==> config.mk <==
export PLATFORM = sky130hd
export DESIGN_NAME = bsg_pg_sum_pipe
export DESIGN_NICKNAME = d
export VERILOG_FILES = /design/src/rtl/bsg_pg_sum_pipe.sv
export SDC_FILE = /design/constraint.sdc
export NUM_CORES = 1
export LEC_CHECK = 0
export BUFFER_PORTS_ARGS = -buffer_cell sky130_fd_sc_hd__clkbuf_2
export CAP_MARGIN = 20
export CORE_MARGIN = 2
export CORE_UTILIZATION = 40
export CTS_CLUSTER_SIZE = 20
export DETAILED_ROUTE_END_ITERATION = 6
export GPL_ROUTABILITY_DRIVEN = 0
export HOLD_SLACK_MARGIN = 0.1
export PLACE_DENSITY = 0.64
export SLEW_MARGIN = 20
export SYNTH_ARGS = -nofsm -noshare
export SYNTH_HDL_FRONTEND = slang
export SYNTH_SLANG_ARGS = --single-unit
==> constraint.sdc <==
create_clock -name clk_i -period 1.96 [get_ports clk_i]
set_clock_uncertainty 0.2 [all_clocks]
set_input_delay 0 -clock clk_i [delete_from_list [all_inputs] [get_ports clk_i]]
set_output_delay 0 -clock clk_i [all_outputs]
set_load 0.05 [all_outputs]
==> src/rtl/bsg_pg_sum_pipe.sv <==
// Sum/carry/overflow stage behind a prefix (PG) carry tree, registered in a 2-entry valid/ready skid buffer.
// Define BSG_PG_SUM_PIPE_ZERO_FLAG_EN to add a per-entry zero_o flag (sum == 0).
module bsg_pg_sum_pipe #(
  parameter int width_p = 8
) (
  input  logic               clk_i,
  input  logic               reset_i,
  input  logic               v_i,
  output logic               ready_o,
  input  logic [width_p-1:0] hs_i,
  input  logic [width_p-1:0] gg_i,
  input  logic               c_i,
  output logic               v_o,
  input  logic               yumi_i,
  output logic [width_p-1:0] sum_o,
  output logic               cout_o,
`ifdef BSG_PG_SUM_PIPE_ZERO_FLAG_EN
  output logic               zero_o,
`endif
  output logic               ovf_o
);

  if (width_p < 2) begin : g_bad_width
    $error("bsg_pg_sum_pipe: width_p must be >= 2");
  end

  typedef struct packed {
    logic [width_p-1:0] sum;
    logic               cout;
    logic               ovf;
`ifdef BSG_PG_SUM_PIPE_ZERO_FLAG_EN
    logic               zero;
`endif
  } entry_s;

  entry_s       mem_r [2];
  entry_s       new_e;
  logic [1:0]   count_r;
  logic         head_r, tail_r;
  logic         enq, deq;

  // Carry into bit k is the group generate of bit k-1; bit 0 takes the carry-in.
  always_comb begin
    new_e      = '0;
    new_e.sum  = hs_i ^ {gg_i[width_p-2:0], c_i};
    new_e.cout = gg_i[width_p-1];
    new_e.ovf  = gg_i[width_p-1] ^ gg_i[width_p-2];
`ifdef BSG_PG_SUM_PIPE_ZERO_FLAG_EN
    new_e.zero = (new_e.sum == '0);
`endif
  end

  assign ready_o = (count_r != 2'd2);
  assign v_o     = (count_r != 2'd0);
  assign enq     = v_i & ready_o;
  assign deq     = yumi_i & v_o;

  always_ff @(posedge clk_i) begin
    if (reset_i) begin
      count_r <= 2'd0;
      head_r  <= 1'b0;
      tail_r  <= 1'b0;
      mem_r[0] <= '0;
      mem_r[1] <= '0;
    end else begin
      if (enq) begin
        mem_r[tail_r] <= new_e;
        tail_r        <= ~tail_r;
      end
      if (deq) head_r <= ~head_r;
      case ({enq, deq})
        2'b10:   count_r <= count_r + 2'd1;
        2'b01:   count_r <= count_r - 2'd1;
        default: count_r <= count_r;
      endcase
    end
  end

  assign sum_o  = mem_r[head_r].sum;
  assign cout_o = mem_r[head_r].cout;
  assign ovf_o  = mem_r[head_r].ovf;
`ifdef BSG_PG_SUM_PIPE_ZERO_FLAG_EN
  assign zero_o = mem_r[head_r].zero;
`endif

  a_yumi_needs_valid: assert property (@(posedge clk_i) disable iff (reset_i)
    !(yumi_i && count_r == 2'd0));

endmodule

# == Yosys cells after proc, flatten, opt, wreduce, memory -nomap -nowiden ==
# Memory sizes are Yosys's and may differ from the RTL's. A register that Yosys moved wholly into a read port is not among the register bits.
# Cells that the tools add are included.
# word_totals
register_bits,4
mem_bits_rw,20
inputBits,21
out_inout_bits,12
elab_cells,29
n_memories,1
# mem_list
memory,depth,word_bits,rd,rd_clocked_by_memory_dff,write_ports,line_no,text
mem_r,2,10,1,1,2,36,entry_s mem_r [2];
# classes
addsub,2
eq_ne,3
muxes,11
bitwise_logic,6
reduce_logical,3
# ops
operator,n
$mux W10,1
$reduce_or A10 Y1,1
$mux W1,9
$xor A8 B8 Y8,1
$pmux W2 S2,1
$reduce_bool A2 Y1,2
$add A2 B1 Y2 const B,1
$and A1 B1 Y1,2
$eq A2 B1 Y1 const B,1
$eq A2 B2 Y1 const B,1
$ne A2 B2 Y1 const B,1
$not A1 Y1,2
$sub A2 B1 Y2 const B,1
$xor A1 B1 Y1,1

# == Logic depth before layout (Yosys ltp) ==
# Gate-level depths: netlist of the first run.
# depth
word_depth,7
mapped_depth,6
depth_no_buf,6

# == Worst setup path before layout of the first run ==
# No wires, ideal clock.
# synth_timing
kind,register to register
startpoint,register count_r[0]
endpoint,register count_r[1]
setup_time_ns,0.070
arrival_time_ns,1.822
required_time_ns,1.690
slack_ns,-0.132
path_stages_with_launch,6
path_buffers,0
synth_period_minus_slack_ns,2.092
path_cell_list,dfxtp_1 -> nand2b_1 -> nand2_1 -> ha_1 -> or3_1 -> a21oi_1
# synth_between
elab_chain_cells,4
word_cells_on_any_way,10
cone_classes,2 x add/sub; 3 x eq/ne; 1 x mux; 2 x bitwise; 2 x reduce/logical
# synth_lines
element,line_no,text
from (decl),38,logic [1:0] count_r;
from (signal assigned),72,2'b10: count_r <= count_r + 2'd1;
from (signal assigned),73,2'b01: count_r <= count_r - 2'd1;
from (signal assigned),74,default: count_r <= count_r;
$ne A2 B2 Y1 (*),53,assign ready_o = (count_r != 2'd2);
via ready_o,9,"output logic ready_o,"
$and A1 B1 Y1 (*),55,assign enq = v_i & ready_o;
$eq A2 B1 Y1 / $eq A2 B2 Y1 (equally long branches),71,"case ({enq, deq})"
$pmux W2 S2 / $reduce_bool A2 Y1 (equally long branches),n/a,
# Mark *: on every way through the listed nets, which the timed path passes. The rest lies on a longest branch.
# A chain may end at the register's enable or synchronous reset.

# == Final worst setup path of the first run ==
# layout_timing
startpoint,register count_r[0]
endpoint,register count_r[1]
# layout_between
elab_chain_cells,4
word_cells_on_any_way,10
cone_classes,2 x add/sub; 3 x eq/ne; 1 x mux; 2 x bitwise; 2 x reduce/logical
# layout_lines
element,line_no
$ne A2 B2 Y1 / $reduce_bool A2 Y1 (equally long branches),"53, 54"
"$and A1 B1 Y1, on equally long branches","55, 56"
$eq A2 B1 Y1 / $eq A2 B2 Y1 (equally long branches),71
$pmux W2 S2 / $reduce_bool A2 Y1 (equally long branches),n/a
# Parallel ways exist; a longest one is shown, timed or not.

==> results.json, run 1 <==
{
  "synth_top_area_cell": "edfxtp_1",
  "core_area_um2": 2780,
  "fmaxAchievable_mhz": 537,
  "synthTopCellsByArea": "edfxtp_1, mux2_2, dfxtp_1, xor2_1, nor2_1",
  "fin_crit_ns": 1.86,
  "dp_worst_setup_slack_ns": 0.157,
  "globalRouteMet3Util_pct": 2.20,
  "antenna_found_initial": 0,
  "synthDistinctLibCells": 21,
  "first_pass_iters": 4,
  "grt_pass1_vias": 877,
  "power_density_nw_per_um2": 1140,
  "pwr-share-seq_pct": 41.3,
  "ys_warn_count": 0,
  "critical_path_arrival_ns": 1.91,
  "start_kind": "flop",
  "ir_drop_uv": 1060,
  "leakagePower_nw": 0.700,
  "drc_errors": 0,
  "io_buffers": 32,
  "grt_usage_pct": 14.7,
  "cts_tree": "done",
  "critPathRequiredTime_ns": 2.01,
  "placedCellCount": 160,
  "cts_sinks": 25,
  "cp_max_fo": 5,
  "path_clk_slew_ns": 0.14,
  "fill_cells": 233,
  "insertion_delay_ns": 0.32,
  "period_share_pct": 95.0,
  "async_flop_share_pct": 0,
  "cts_resized": 0,
  "synth_ff_type": "edfxtp_1",
  "endpoint_kind": "flop",
  "p_int_mw": 1.07,
  "ant_nets": 0,
  "syn_avg_cell_area_um2": 12.1,
  "final_core_util_pct": 58.7,
  "ys_ff_latch": 25,
  "top_usage_layer": "met2",
  "cts_buffers": 3,
  "rows": 19,
  "dp_hpwl_um": 1480,
  "htreeDepth": 1,
  "grt_max_degree": 16,
  "synthCells": 98,
  "min_path_type": "flop to flop",
  "timing.final.ws_setup_ns": 0.0982,
  "placed_area_um2": 1390,
  "grtUsageMet2_pct": 27.6,
  "synth_top_area_share_pct": 50.8,
  "use_met1_pct": 17.0,
  "cap_violations": 0,
  "worstMarginPinSlew_ns": 0.521,
  "final_area_um2": 1630,
  "crit_chain": "nand2b_2 -> nand2_1 -> ha_1 -> or3_1 -> a21oi_1",
  "nNetsFinal": 178,
  "layout-drive-gt1-share_pct": 32.9,
  "via_per_inst": 4.73,
  "max_stage_delay_ns": 0.44,
  "rsz0062_at_grt": "no",
  "first_iter_violations": 15,
  "drt_wl_total_um": 2280,
  "run_status": "finished, final reports clean",
  "synthesis.area_um2": 1180,
  "floorplan.initialDensity_pct": 42.5,
  "relSlewSlack_pct": 65.3,
  "combPwrFrac_pct": 46.3,
  "clockBufferDepth": 2,
  "crit_type": "flop to flop",
  "avgRoutedWirePerCell_um": 12.3,
  "antenna_cells": 0,
  "fin_cells": 186,
  "swShare_pct": 42.0,
  "setup-tns-final_ns": 0,
  "p_sw_uw": 778,
  "slew_viol_final": 0,
  "syn2layout_area_growth_pct": 38.0,
  "dieWidth_um": 58.4,
  "synth_edf_count": 20,
  "grt_pass1_wl_um": 3760,
  "clockPowerShare_pct": 12.4,
  "die-area_um2": 3410,
  "die_y_um": 58.4,
  "synth_seq_area_share_pct": 59.3,
  "setup_violations": 0,
  "cpMaxStageDelayCell": "dfxtp_1",
  "syn_nets": 120,
  "grt-ovfl-total": 0,
  "vias": 880,
  "cts-root-buf": "clkbuf_4",
  "finalHoldViolations": 0,
  "num_io_pins": 33
}
## kinds of logic after synthesis
family	count (synthesis)	synth area share, %
AND/OR/NAND/NOR	41	16.7
adder cells (fa/ha/maj)	1	1.06
flip-flops	25	59.3
XOR/XNOR	12	8.89
AO/OA/AOI/OAI	5	2.75
buffers and inverters	4	1.80
multiplexers	10	9.52
## routing by layer
| metal | wire length (µm) | share of wire [%] | vias to the layer above |
|---|---|---|---|
| li1 | - | - | 445 |
| met1 | 943 | 41 | 413 |
| met2 | 1230 | 54 | 20 |
| met3 | 98 | 4.3 | 2 |
| met4 | 12 | 0.53 | 0 |
| met5 | 0 | 0 | - |
## layout by cell type, fill, tap and decap left out, types with 2 or more instances in the layout
cell,netlist,layout
a21oi_1,2,2
buf_4,1,3
clkbuf_2,0,32
clkbuf_4,0,3
dfxtp_1,5,5
dlygate4sd3_1,0,22
edfxtp_1,20,20
mux2_2,10,10
nand2b_1,12,11
nor2_1,23,23
xnor2_1,2,2
xor2_1,10,10
## flip-flops by register name, summed over array words and instances (netlist names), named ones only
signal,flops
tail_r,1
mem_r,20
head_r,1
count_r,2
## final cells by class
| class | count | area (µm²) | share of cell area (%) |
|---|---|---|---|
| Sequential cell | 25 | 701 | 42.9 |
| Multi-Input combinational cell | 69 | 463 | 28.4 |
| Timing Repair Buffer | 57 | 403 | 24.7 |
| Tap cell | 31 | 38.8 | 2.38 |
| Clock buffer | 4 | 26.3 | 1.61 |
## cells in the mapped netlist (all sizes together) (2+ instances only)
master / instances
edfxtp: 20
mux2: 10
nand2b: 12
xnor2: 2
nor2: 23
a21oi: 2
buf: 3
xor2: 10
dfxtp: 5
## repair_timing
action                                  in CTS  in global routing
hold endpoints to repair                    25                  0
hold buffers                                22                  0
endpoints found under the setup margin       0                  0
setup buffers                                0                  0
## worst max-delay path, delay by kind of cell, from the launching register on
family	cells	cell delay, ns
simple gates	3	0.64
flops	1	0.44
fa+ha+maj	1	0.33
compound gates	1	0.18
## path summary, 6_finish.rpt
path              slack (ns)  depth (start not counted)          to        from
setup / recovery         0.1                          5  count_r[1]  count_r[0]
hold / removal          0.34                          2        flop      head_r
setup reg to reg         0.1                          5  count_r[1]  count_r[0]
hold reg to reg         0.34                          2        flop      head_r
## power by group through the flow
stage / clock (mW) / sequential [mW] / combinational [mW]
after global routing: 0.255 / 0.783 / 0.915
after floorplan: 0 / 0.734 / 0.681
after CTS: 0.238 / 0.770 / 0.861
final: 0.230 / 0.766 / 0.857
after global placement: 0 / 0.774 / 0.800
after detailed placement: 0 / 0.781 / 0.807
## through the flow
stage / total power [mW] / hold WS, ns
4_1_cts: 1.87 / 0.340
5_1_grt: 1.95 / 0.383
2_1_floorplan: 1.41 / -0.000360
3_3_place_gp: 1.57 / 0.143
3_5_place_dp: 1.59 / 0.138
6_report: 1.85 / 0.338
Power figures use the tool's default switching activity.
==> inputs of run 2 (changes only) <==
PLACE_DENSITY = 0.67   (was 0.64)
==> run 2 against run 1 <==
Against the previous run: die area is the same; hold slack got worse by 0.0016 ns; first-iteration DRC count decreased by 47%; setup slack better by 0.030 ns; cell area did not move.
==> results.json, run 2 (same netlist as run 1, synthesis figures left out) <==
{
  "period_share_pct": 93.4,
  "fill_cells": 233,
  "antenna_cells": 0,
  "multi_input_area_um2": 463,
  "num_io_pins": 33,
  "cts_tree": "done",
  "critical_path_arrival_ns": 1.89,
  "io_buffers": 32,
  "drc_errors": 0,
  "regArea_um2": 701,
  "dp_hpwl_um": 1480,
  "min_path_type": "flop to flop",
  "rows": 19,
  "grt_max_degree": 16,
  "core_area_um2": 2780,
  "ant_nets": 0,
  "leakagePower_nw": 0.700,
  "worstMarginPinSlew_ns": 0.503,
  "cts_resized": 0,
  "cts_sinks": 25,
  "ir_drop_uv": 1210,
  "grt-ovfl-total": 0,
  "start_kind": "flop",
  "crit_type": "flop to flop",
  "nNetsFinal": 178,
  "syn2layout_area_growth_pct": 38.0,
  "floorplan.initialDensity_pct": 42.5,
  "first_pass_iters": 4,
  "setup_violations": 0,
  "setup-tns-final_ns": 0,
  "insertion_delay_ns": 0.30,
  "dieWidth_um": 58.4,
  "endpoint_kind": "flop",
  "largest_reg_flops": 20,
  "die_y_um": 58.4,
  "power_density_nw_per_um2": 1130,
  "mostFrequentLayoutCell": "clkbuf_2",
  "top_usage_layer": "met2",
  "timing.final.ws_setup_ns": 0.129,
  "clockBufferDepth": 2,
  "use_met1_pct": 16.1,
  "relSlewSlack_pct": 66.4,
  "dp_worst_setup_slack_ns": 0.176,
  "grt_pass1_wl_um": 3750,
  "finalHoldViolations": 0,
  "final_cell_mix": "clkbuf_2, nor2_1, dlygate4sd3_1, edfxtp_1, nand2b_1",
  "placedCellCount": 160,
  "rsz0062_at_grt": "no",
  "fmaxAchievable_mhz": 546,
  "critPathRequiredTime_ns": 2.02,
  "fin_cells": 186,
  "antenna_found_initial": 0,
  "avgRoutedWirePerCell_um": 12.2,
  "power.total_mw": 1.85,
  "layout-drive-gt1-share_pct": 32.9,
  "grt_usage_pct": 14.9,
  "grtUsageMet2_pct": 26.8,
  "largest_register": "mem_r",
  "path_clk_slew_ns": 0.12,
  "die-area_um2": 3410,
  "globalRouteMet3Util_pct": 4.62,
  "reg.largest.list": "mem_r: 20 flops, count_r: 2 flops",
  "final_core_util_pct": 58.7,
  "cp_max_fo": 11,
  "via_per_inst": 4.75,
  "cap_violations": 0,
  "cts_buffers": 3,
  "run_status": "finished, final reports clean",
  "slew_viol_final": 0,
  "grt_pass1_vias": 919,
  "first_iter_violations": 8,
  "htreeDepth": 1,
  "vias": 883,
  "fin_crit_ns": 1.83,
  "cts-root-buf": "clkbuf_4",
  "drt_wl_total_um": 2270
}
[run 2: cell counts in the layout (fill, tap and decap cells not counted)]
No cell type changed its count.
[run 2: metrics by stage]
step / instance area, µm² / hold WS [ns]
2_1_floorplan: 1180 / -0.000360
3_3_place_gp: 1390 / 0.146
3_5_place_dp: 1390 / 0.152
4_1_cts: 1630 / 0.344
5_1_grt: 1630 / 0.368
6_report: 1630 / 0.337
[run 2: routing by layer]
metal  part of all wire (%)  wire length (µm)
met1                     41               930
met2                     53              1190
met3                    5.3               121
met4                    1.2                27
met5                      0                 0
[run 2: cell type report]
cell class / count / area share [%]
clock buffer: 4 / 1.61
multi-input combinational: 69 / 28.4
sequential: 25 / 42.9
tap: 31 / 2.38
timing repair buffer: 57 / 24.7
[run 2: power breakdown]
| group | switching, mW | internal, mW |
|---|---|---|
| combinational | 0.556 | 0.308 |
| sequential | 0.0813 | 0.688 |
| clock | 0.138 | 0.0795 |
| total | 0.775 | 1.07 |
[run 2: worst max-delay path, stage by stage, from the launching register on]
cell	delay (ns)
dfxtp_1	0.44
nand2b_2	0.20
nand3b_1	0.09
buf_4	0.19
a21oi_1	0.12
dlygate4sd3_1	0.55
[run 2: repair_timing]
item	in CTS	in global routing
buffers inserted	0	0
hold buffers	22	0
endpoints found under the hold margin	25	0
[run 2: worst paths after layout]
kind	start	end	slack [ns]	depth (start not counted)
min	head_r	head_r	0.34	2
max	count_r[0]	tail_r	0.13	5
max reg2reg	count_r[0]	tail_r	0.13	5
min reg2reg	head_r	head_r	0.34	2
